File: src/rtl/iecdrv_cia_bus_seq.sv
`default_nettype none
// ============================================================================
// Module   : iecdrv_cia_bus_seq
// Brief    : phi2 strobe generator and one-access-per-slot CIA bus sequencer
//            shared by the drive CPU (priority) and a host read/write/poll port.
// Revision : 1.0 - initial release
// ============================================================================
module iecdrv_cia_bus_seq #(
    parameter int DIV      = 16,
    parameter int POLL_MAX = 255
) (
    input  logic       clk,
    input  logic       reset,
    output logic       phi2_p,
    output logic       phi2_n,
    output logic       cia_cs_n,
    output logic       cia_rw,
    output logic [3:0] cia_rs,
    output logic [7:0] cia_din,
    input  logic [7:0] cia_dout,
    input  logic       cpu_req,
    input  logic       cpu_rw,
    input  logic [3:0] cpu_rs,
    input  logic [7:0] cpu_wdata,
    output logic [7:0] cpu_rdata,
    output logic       cpu_done,
    input  logic       host_req,
    input  logic [1:0] host_op,
    input  logic [3:0] host_rs,
    input  logic [7:0] host_wdata,
    input  logic [7:0] host_mask,
    input  logic [7:0] host_match,
    output logic       host_ack,
    output logic [7:0] host_rdata,
    output logic       host_timeout,
    output logic [1:0] bus_owner
);

    localparam int              CW          = (DIV <= 2) ? 1 : $clog2(DIV);
    localparam logic [CW-1:0]   CNT_LAST    = CW'(DIV - 1);
    localparam logic [CW-1:0]   CNT_HALF    = CW'(DIV / 2);
    localparam logic [CW-1:0]   CNT_HALF_M1 = CW'(DIV / 2 - 1);
    localparam logic [CW-1:0]   CNT_CAP     = CW'(DIV / 2 + 1);
    localparam logic [7:0]      PMAX        = 8'(POLL_MAX);

    localparam logic [1:0] OWN_IDLE = 2'd0;
    localparam logic [1:0] OWN_CPU  = 2'd1;
    localparam logic [1:0] OWN_HOST = 2'd2;
    localparam logic [1:0] OP_WRITE = 2'd1;
    localparam logic [1:0] OP_POLL  = 2'd2;

    typedef enum logic [1:0] {
        ST_IDLE   = 2'd0,
        ST_ACCESS = 2'd1,
        ST_EVAL   = 2'd2,
        ST_DONE   = 2'd3
    } state_t;

    state_t        state_q, state_d;
    logic [CW-1:0] cnt_q, cnt_d;
    logic          phi2_p_q, phi2_p_d, phi2_n_q, phi2_n_d;
    logic          cs_n_q, cs_n_d, rw_q, rw_d;
    logic [3:0]    rs_q, rs_d;
    logic [7:0]    din_q, din_d;
    logic [1:0]    owner_q, owner_d;
    logic [7:0]    cpu_rdata_q, cpu_rdata_d;
    logic [1:0]    h_op_q, h_op_d;
    logic [3:0]    h_rs_q, h_rs_d;
    logic [7:0]    h_wdata_q, h_wdata_d, h_mask_q, h_mask_d, h_match_q, h_match_d;
    logic [7:0]    pcnt_q, pcnt_d;
    logic [7:0]    host_rdata_q, host_rdata_d;
    logic          host_tmo_q, host_tmo_d;
    logic          eval_ack, eval_tmo, poll_hit, cap_cycle;

    assign cap_cycle = (cnt_q == CNT_CAP);
    assign poll_hit  = (((cia_dout ^ h_match_q) & h_mask_q) == 8'h00);

    always_comb begin
        cnt_d        = (cnt_q == CNT_LAST) ? '0 : cnt_q + CW'(1);
        phi2_p_d     = (cnt_q == CNT_LAST);
        phi2_n_d     = (cnt_q == CNT_HALF_M1);
        cs_n_d       = cs_n_q;
        rw_d         = rw_q;
        rs_d         = rs_q;
        din_d        = din_q;
        owner_d      = owner_q;
        cpu_rdata_d  = cpu_rdata_q;
        state_d      = state_q;
        h_op_d       = h_op_q;
        h_rs_d       = h_rs_q;
        h_wdata_d    = h_wdata_q;
        h_mask_d     = h_mask_q;
        h_match_d    = h_match_q;
        pcnt_d       = pcnt_q;
        host_rdata_d = host_rdata_q;
        host_tmo_d   = host_tmo_q;
        eval_ack     = 1'b0;
        eval_tmo     = 1'b0;

        // Slot arbitration: the CPU always wins; its request is only looked at here.
        if (cnt_q == '0) begin
            if (cpu_req) begin
                owner_d = OWN_CPU;
                cs_n_d  = 1'b0;
                rw_d    = cpu_rw;
                rs_d    = cpu_rs;
                din_d   = cpu_wdata;
            end else if (state_q == ST_ACCESS) begin
                owner_d = OWN_HOST;
                cs_n_d  = 1'b0;
                rw_d    = (h_op_q != OP_WRITE);
                rs_d    = h_rs_q;
                din_d   = h_wdata_q;
            end else begin
                owner_d = OWN_IDLE;
                cs_n_d  = 1'b1;
                rw_d    = 1'b1;
            end
        end else if (cnt_q == CNT_LAST) begin
            owner_d = OWN_IDLE;
            cs_n_d  = 1'b1;
            rw_d    = 1'b1;
        end

        if (cap_cycle && (owner_q == OWN_CPU) && rw_q) begin
            cpu_rdata_d = cia_dout;
        end

        case (state_q)
            ST_IDLE: begin
                if (host_req) begin
                    h_op_d    = host_op;
                    h_rs_d    = host_rs;
                    h_wdata_d = host_wdata;
                    h_mask_d  = host_mask;
                    h_match_d = host_match;
                    pcnt_d    = 8'h00;
                    state_d   = ST_ACCESS;
                end
            end
            ST_ACCESS: begin
                // Moving one cycle early puts EVAL exactly on the capture cycle.
                if ((cnt_q == CNT_HALF) && (owner_q == OWN_HOST)) begin
                    state_d = ST_EVAL;
                end
            end
            ST_EVAL: begin
                if (h_op_q != OP_POLL) begin
                    eval_ack = 1'b1;
                end else if (poll_hit) begin
                    eval_ack = 1'b1;
                end else begin
                    pcnt_d = pcnt_q + 8'd1;
                    if (pcnt_d == PMAX) begin
                        eval_ack = 1'b1;
                        eval_tmo = 1'b1;
                    end else begin
                        state_d = ST_ACCESS;
                    end
                end
                if (eval_ack) begin
                    state_d    = ST_DONE;
                    host_tmo_d = eval_tmo;
                    if (h_op_q != OP_WRITE) begin
                        host_rdata_d = cia_dout;
                    end
                end
            end
            ST_DONE: begin
                if (!host_req) begin
                    state_d = ST_IDLE;
                end
            end
            default: state_d = ST_IDLE;
        endcase
    end

    always_ff @(posedge clk) begin
        if (reset) begin
            state_q      <= ST_IDLE;
            cnt_q        <= '0;
            phi2_p_q     <= 1'b0;
            phi2_n_q     <= 1'b0;
            cs_n_q       <= 1'b1;
            rw_q         <= 1'b1;
            rs_q         <= 4'h0;
            din_q        <= 8'h00;
            owner_q      <= OWN_IDLE;
            cpu_rdata_q  <= 8'h00;
            h_op_q       <= 2'd0;
            h_rs_q       <= 4'h0;
            h_wdata_q    <= 8'h00;
            h_mask_q     <= 8'h00;
            h_match_q    <= 8'h00;
            pcnt_q       <= 8'h00;
            host_rdata_q <= 8'h00;
            host_tmo_q   <= 1'b0;
        end else begin
            state_q      <= state_d;
            cnt_q        <= cnt_d;
            phi2_p_q     <= phi2_p_d;
            phi2_n_q     <= phi2_n_d;
            cs_n_q       <= cs_n_d;
            rw_q         <= rw_d;
            rs_q         <= rs_d;
            din_q        <= din_d;
            owner_q      <= owner_d;
            cpu_rdata_q  <= cpu_rdata_d;
            h_op_q       <= h_op_d;
            h_rs_q       <= h_rs_d;
            h_wdata_q    <= h_wdata_d;
            h_mask_q     <= h_mask_d;
            h_match_q    <= h_match_d;
            pcnt_q       <= pcnt_d;
            host_rdata_q <= host_rdata_d;
            host_tmo_q   <= host_tmo_d;
        end
    end

    // Completion results are forwarded combinationally so they are valid with the pulse.
    assign phi2_p       = phi2_p_q;
    assign phi2_n       = phi2_n_q;
    assign cia_cs_n     = cs_n_q;
    assign cia_rw       = rw_q;
    assign cia_rs       = rs_q;
    assign cia_din      = din_q;
    assign bus_owner    = owner_q;
    assign cpu_done     = cap_cycle && (owner_q == OWN_CPU);
    assign cpu_rdata    = cpu_rdata_d;
    assign host_ack     = eval_ack;
    assign host_rdata   = host_rdata_d;
    assign host_timeout = host_tmo_d;

endmodule
`default_nettype wire

File: config.mk
export PLATFORM = sky130hd
export DESIGN_NAME = iecdrv_cia_bus_seq
export DESIGN_NICKNAME = d
export VERILOG_FILES = /design/src/rtl/iecdrv_cia_bus_seq.sv
export SDC_FILE = /design/constraint.sdc
export NUM_CORES = 1
export LEC_CHECK = 0
export ABC_AREA = 1
export BUFFER_PORTS_ARGS = -buffer_cell sky130_fd_sc_hd__buf_2
export CAP_MARGIN = 20
export CORE_MARGIN = 4
export CORE_UTILIZATION = 45
export CTS_CLUSTER_SIZE = 20
export DETAILED_ROUTE_END_ITERATION = 10
export PLACE_DENSITY = 0.74
export SLEW_MARGIN = 5
export SYNTH_ARGS = -nofsm -noshare
export SYNTH_HDL_FRONTEND = slang
export SYNTH_SLANG_ARGS = --single-unit
File: constraint.sdc
create_clock -name clk -period 1.9 [get_ports clk]
set_input_delay 0.19 -clock clk [delete_from_list [all_inputs] [get_ports clk]]
set_output_delay 0.19 -clock clk [all_outputs]
set_load 0.01 [all_outputs]
==> reports/qor.tcl <==
set qor(cts-hold-fix-buffers) 0
set qor(dpl_worst_slack_ns) -0.0210
set qor(grt_max_degree) 30
set qor(slowest_delay_ns) 0.39
set qor(placement_rows) 32
set qor(port_buffers) 91
set qor(syn_area_per_cell_um2) 7.19
set qor(dpl-instance-area_mm2) 0.00414
set qor(finalSetupViolations) 15
set qor(period_share) 1.15
set qor(num_antenna_cells) 0
set qor(tritoncts_clock_tree) {built}
set qor(layout.cell_area.non_filler_mm2) 0.00479
set qor(place_hpwl_um) 6440
set qor(path_class) {register to primary output}
set qor(end_kind) {primary output}
set qor(min_path_type) {input pin to register}
set qor(timing.clock.skew_ns) 0.00945
set qor(synthDistinctLibCells) 33
set qor(vias_per_cell) 5.01
set qor(layoutNonFillerInstCount) 716
set qor(crit_fanout) 8
set qor(timing_hold_violations_final) 0
set qor(route.detailed.drc) 0
set qor(power.density_mw_per_mm2) 820
set qor(detailroute.via_count) 3585
set qor(total_negative_setup_slack_ns) -2.17
set qor(die_y_um) 96.8
set qor(via_count_of_the_first_global_routing_pass) 3522
set qor(run_status) {finished, violations left}
set qor(cts-root-to-sink-buffers) 2
set qor(drt-wirelength-per-cell_um) 13.4
set qor(n_fill_cell) 701
set qor(worst_setup_hold_path_clk_slew_ns) 0.08
set qor(setup_slack_ns) -0.282
set qor(drt-pass1-iter-count) 5
set qor(failed_checks) {setup timing}
set qor(postSynth.topFlopCell) {dfxtp_1}
set qor(post_route_cells_drive_above_1_share) 0.344
set qor(dp_cells) 679
set qor(antenna_found_initial) 1
set qor(final.hold.worst_slack_ns) 0.0557
set qor(asyncSetResetFlopFracSynth) 0
set qor(grt.total_usage) 0.200
set qor(cts_num_sinks) 79
set qor(worst_slew_margin) 0.689
set qor(worstPathRequired_ns) 1.71
set qor(synth-seq-area-share) 0.445
set qor(synthesis.instances) 494
set qor(drv_slew) 0
set qor(postRouteAntennaNets) 0
set qor(slowest_stage) {dfxtp_4}
set qor(maxClockFrequency_mhz) 458
set qor(yosys_register_bits) 79
set qor(syn-cell-area_mm2) 0.00355
set qor(grt_overflow_total) 0
set qor(die_w_um) 96.8
set qor(clk_root_buffer_cell) {clkbuf_8}
set qor(finalWeightedCongestion) 0.868
set qor(fp.dieArea_mm2) 0.00938
set qor(grt_pass1_wl_um) 15600
set qor(seq_area_mm2) 0.00160
set qor(timing.max_cap.violations) 0
set qor(worst_skew_pair.late_latency_ns) 0.36
set qor(min_period_ns) 2.18
set qor(core_area_mm2) 0.00769
set qor(cts_inserted_buffers) 9
set qor(area_growth_pct) 34.9
set qor(tightestPinTransition_ns) 0.465
set qor(htree_levels) 3
set qor(1st_iter_drt_viols) 154
set qor(p_leak_nw) 2.28
set qor(yosysWarnings) 0
set qor(multi_input_area_mm2) 0.00182
set qor(floorplan.initialDensity) 0.462
set qor(timing.critical_path.from_type) {register}
set qor(io-pin-count) 92
set qor(detail_route.wirelength_um) 9610
set qor(postSynthNetCount) 554
set qor(vdd.ir_drop.worst_mv) 0.475
set qor(worst_ep_arrival_time_ns) 1.99
set qor(nets) 669
set qor(rsz0062_at_grt) {true}
set qor(edff_count_synth) 0
set qor(timing.critical_path.cells) {ha_4, nand3_4, o21ai_2, nand2_2, nor2_4, nand2_4, nand2_8, nand3_4, nand2_2, nand2_1, buf_2}
-- flip-flops by register name (all words and copies together) (netlist names) --
register	cells
h_op_q	2
cia_cs_n	1
cnt_q	4
cia_rw	1
pcnt_q	8
h_rs_q	4
h_wdata_q	8
cia_rs	4
phi2_n	1
state_q	2
h_match_q	8
host_tmo_q	1
h_mask_q	8
bus_owner	2
cia_din	8
cpu_rdata_q	8
host_rdata_q	8
phi2_p	1
-- through the flow --
| step | util | total power, mW |
|---|---|---|
| after floorplan | - | 2.36 |
| after global placement | 0.539 | 2.58 |
| after detailed placement | 0.539 | 2.60 |
| after CTS | 0.601 | 3.94 |
| after global routing | 0.623 | 4.15 |
| final | 0.623 | 3.93 |
-- synth_stat cells (2+ instances only) --
cell type / instances / share of area
xnor2_1: 2 / 0.0049
nand2_2: 5 / 0.0088
inv_2: 3 / 0.0032
o21ai_0: 60 / 0.085
nand2_1: 75 / 0.079
a21oi_2: 2 / 0.0049
buf_2: 2 / 0.0028
nand4_1: 8 / 0.014
nor2_2: 4 / 0.0070
nor2_1: 62 / 0.066
ha_1: 5 / 0.018
nor3_1: 2 / 0.0028
nand3_1: 16 / 0.023
inv_1: 71 / 0.075
dfxtp_1: 79 / 0.45
nand3_2: 2 / 0.0056
clkbuf_1: 17 / 0.018
nor2_4: 4 / 0.013
a21oi_1: 61 / 0.086
-- final timing paths --
kind                 from  slack (ns)  cells past startpoint         endpoint
max reg2reg     pcnt_q[0]        0.11                     12  host_rdata_q[4]
min reg2reg  h_wdata_q[1]        0.45                      2     h_wdata_q[1]
max             pcnt_q[0]       -0.28                     11    host_rdata[5]
min            host_op[0]        0.06                      3        h_op_q[0]
-- layout make-up --
cell class                 instances  share of cell area
clock buffer                      10              0.0287
clock inverter                     6              0.0146
inverter                          74              0.0580
multi-input combinational        320               0.379
sequential                        79               0.334
tap                              102              0.0266
timing repair buffer             125               0.159
-- layout by cell type, fill, tap and decap left out, types with 4 or more instances in the layout --
cell type / netlist / routed
nor2_2: 4 / 4
buf_4: 0 / 31
inv_1: 71 / 66
nor2_4: 4 / 5
o21ai_0: 60 / 51
buf_2: 2 / 88
inv_2: 3 / 8
nand3_1: 16 / 15
dfxtp_4: 0 / 4
clkbuf_8: 0 / 10
nor2_1: 62 / 61
dfxtp_1: 79 / 72
nand4_1: 8 / 8
o21ai_4: 0 / 8
a21oi_1: 61 / 61
nand2_2: 5 / 23
nand2_1: 75 / 56
-- cells by family (layout without fill, tap and decap cells) --
family / after synthesis / count (layout) / synth area share
xor+xnor: 3 / 3 / 0.00740
buf+inv: 95 / 215 / 0.103
fa+ha+maj: 5 / 5 / 0.0176
flops: 79 / 79 / 0.445
simple gates: 182 / 182 / 0.235
compound gates: 130 / 130 / 0.192
-- repair_timing --
item                                    CTS  global route
pin swaps                                20            16
endpoints found under the setup margin   18            18
resized for setup                        54            28
hold endpoints to repair                  0             0
buffers inserted                         13             7
gates cloned                              1             0
-- worst max-delay path: cells and delay by family, from the launching register on --
family / cells / cell delay [ns]
AND/OR/NAND/NOR: 8 / 0.80
AO/OA/AOI/OAI: 1 / 0.15
buffers and inverters: 1 / 0.15
flip-flops: 1 / 0.39
adder cells (fa/ha/maj): 1 / 0.17
-- metal layers --
metal	global-route usage	up-vias	part of all wire
li1	-	1808	-
met1	0.228	1624	0.41
met2	0.342	130	0.49
met3	0.0793	21	0.082
met4	0.0616	2	0.015
met5	0	-	0.0014
-- power breakdown --
part           internal, mW  total (mW)  leakage [nW]  switching (mW)
Sequential             1.80        1.89         0.653          0.0834
Combinational         0.298       0.767          1.54           0.469
Clock                 0.646        1.28        0.0947           0.631
Total                  2.75        3.93          2.28            1.18
(Power assumes the default switching activity.)
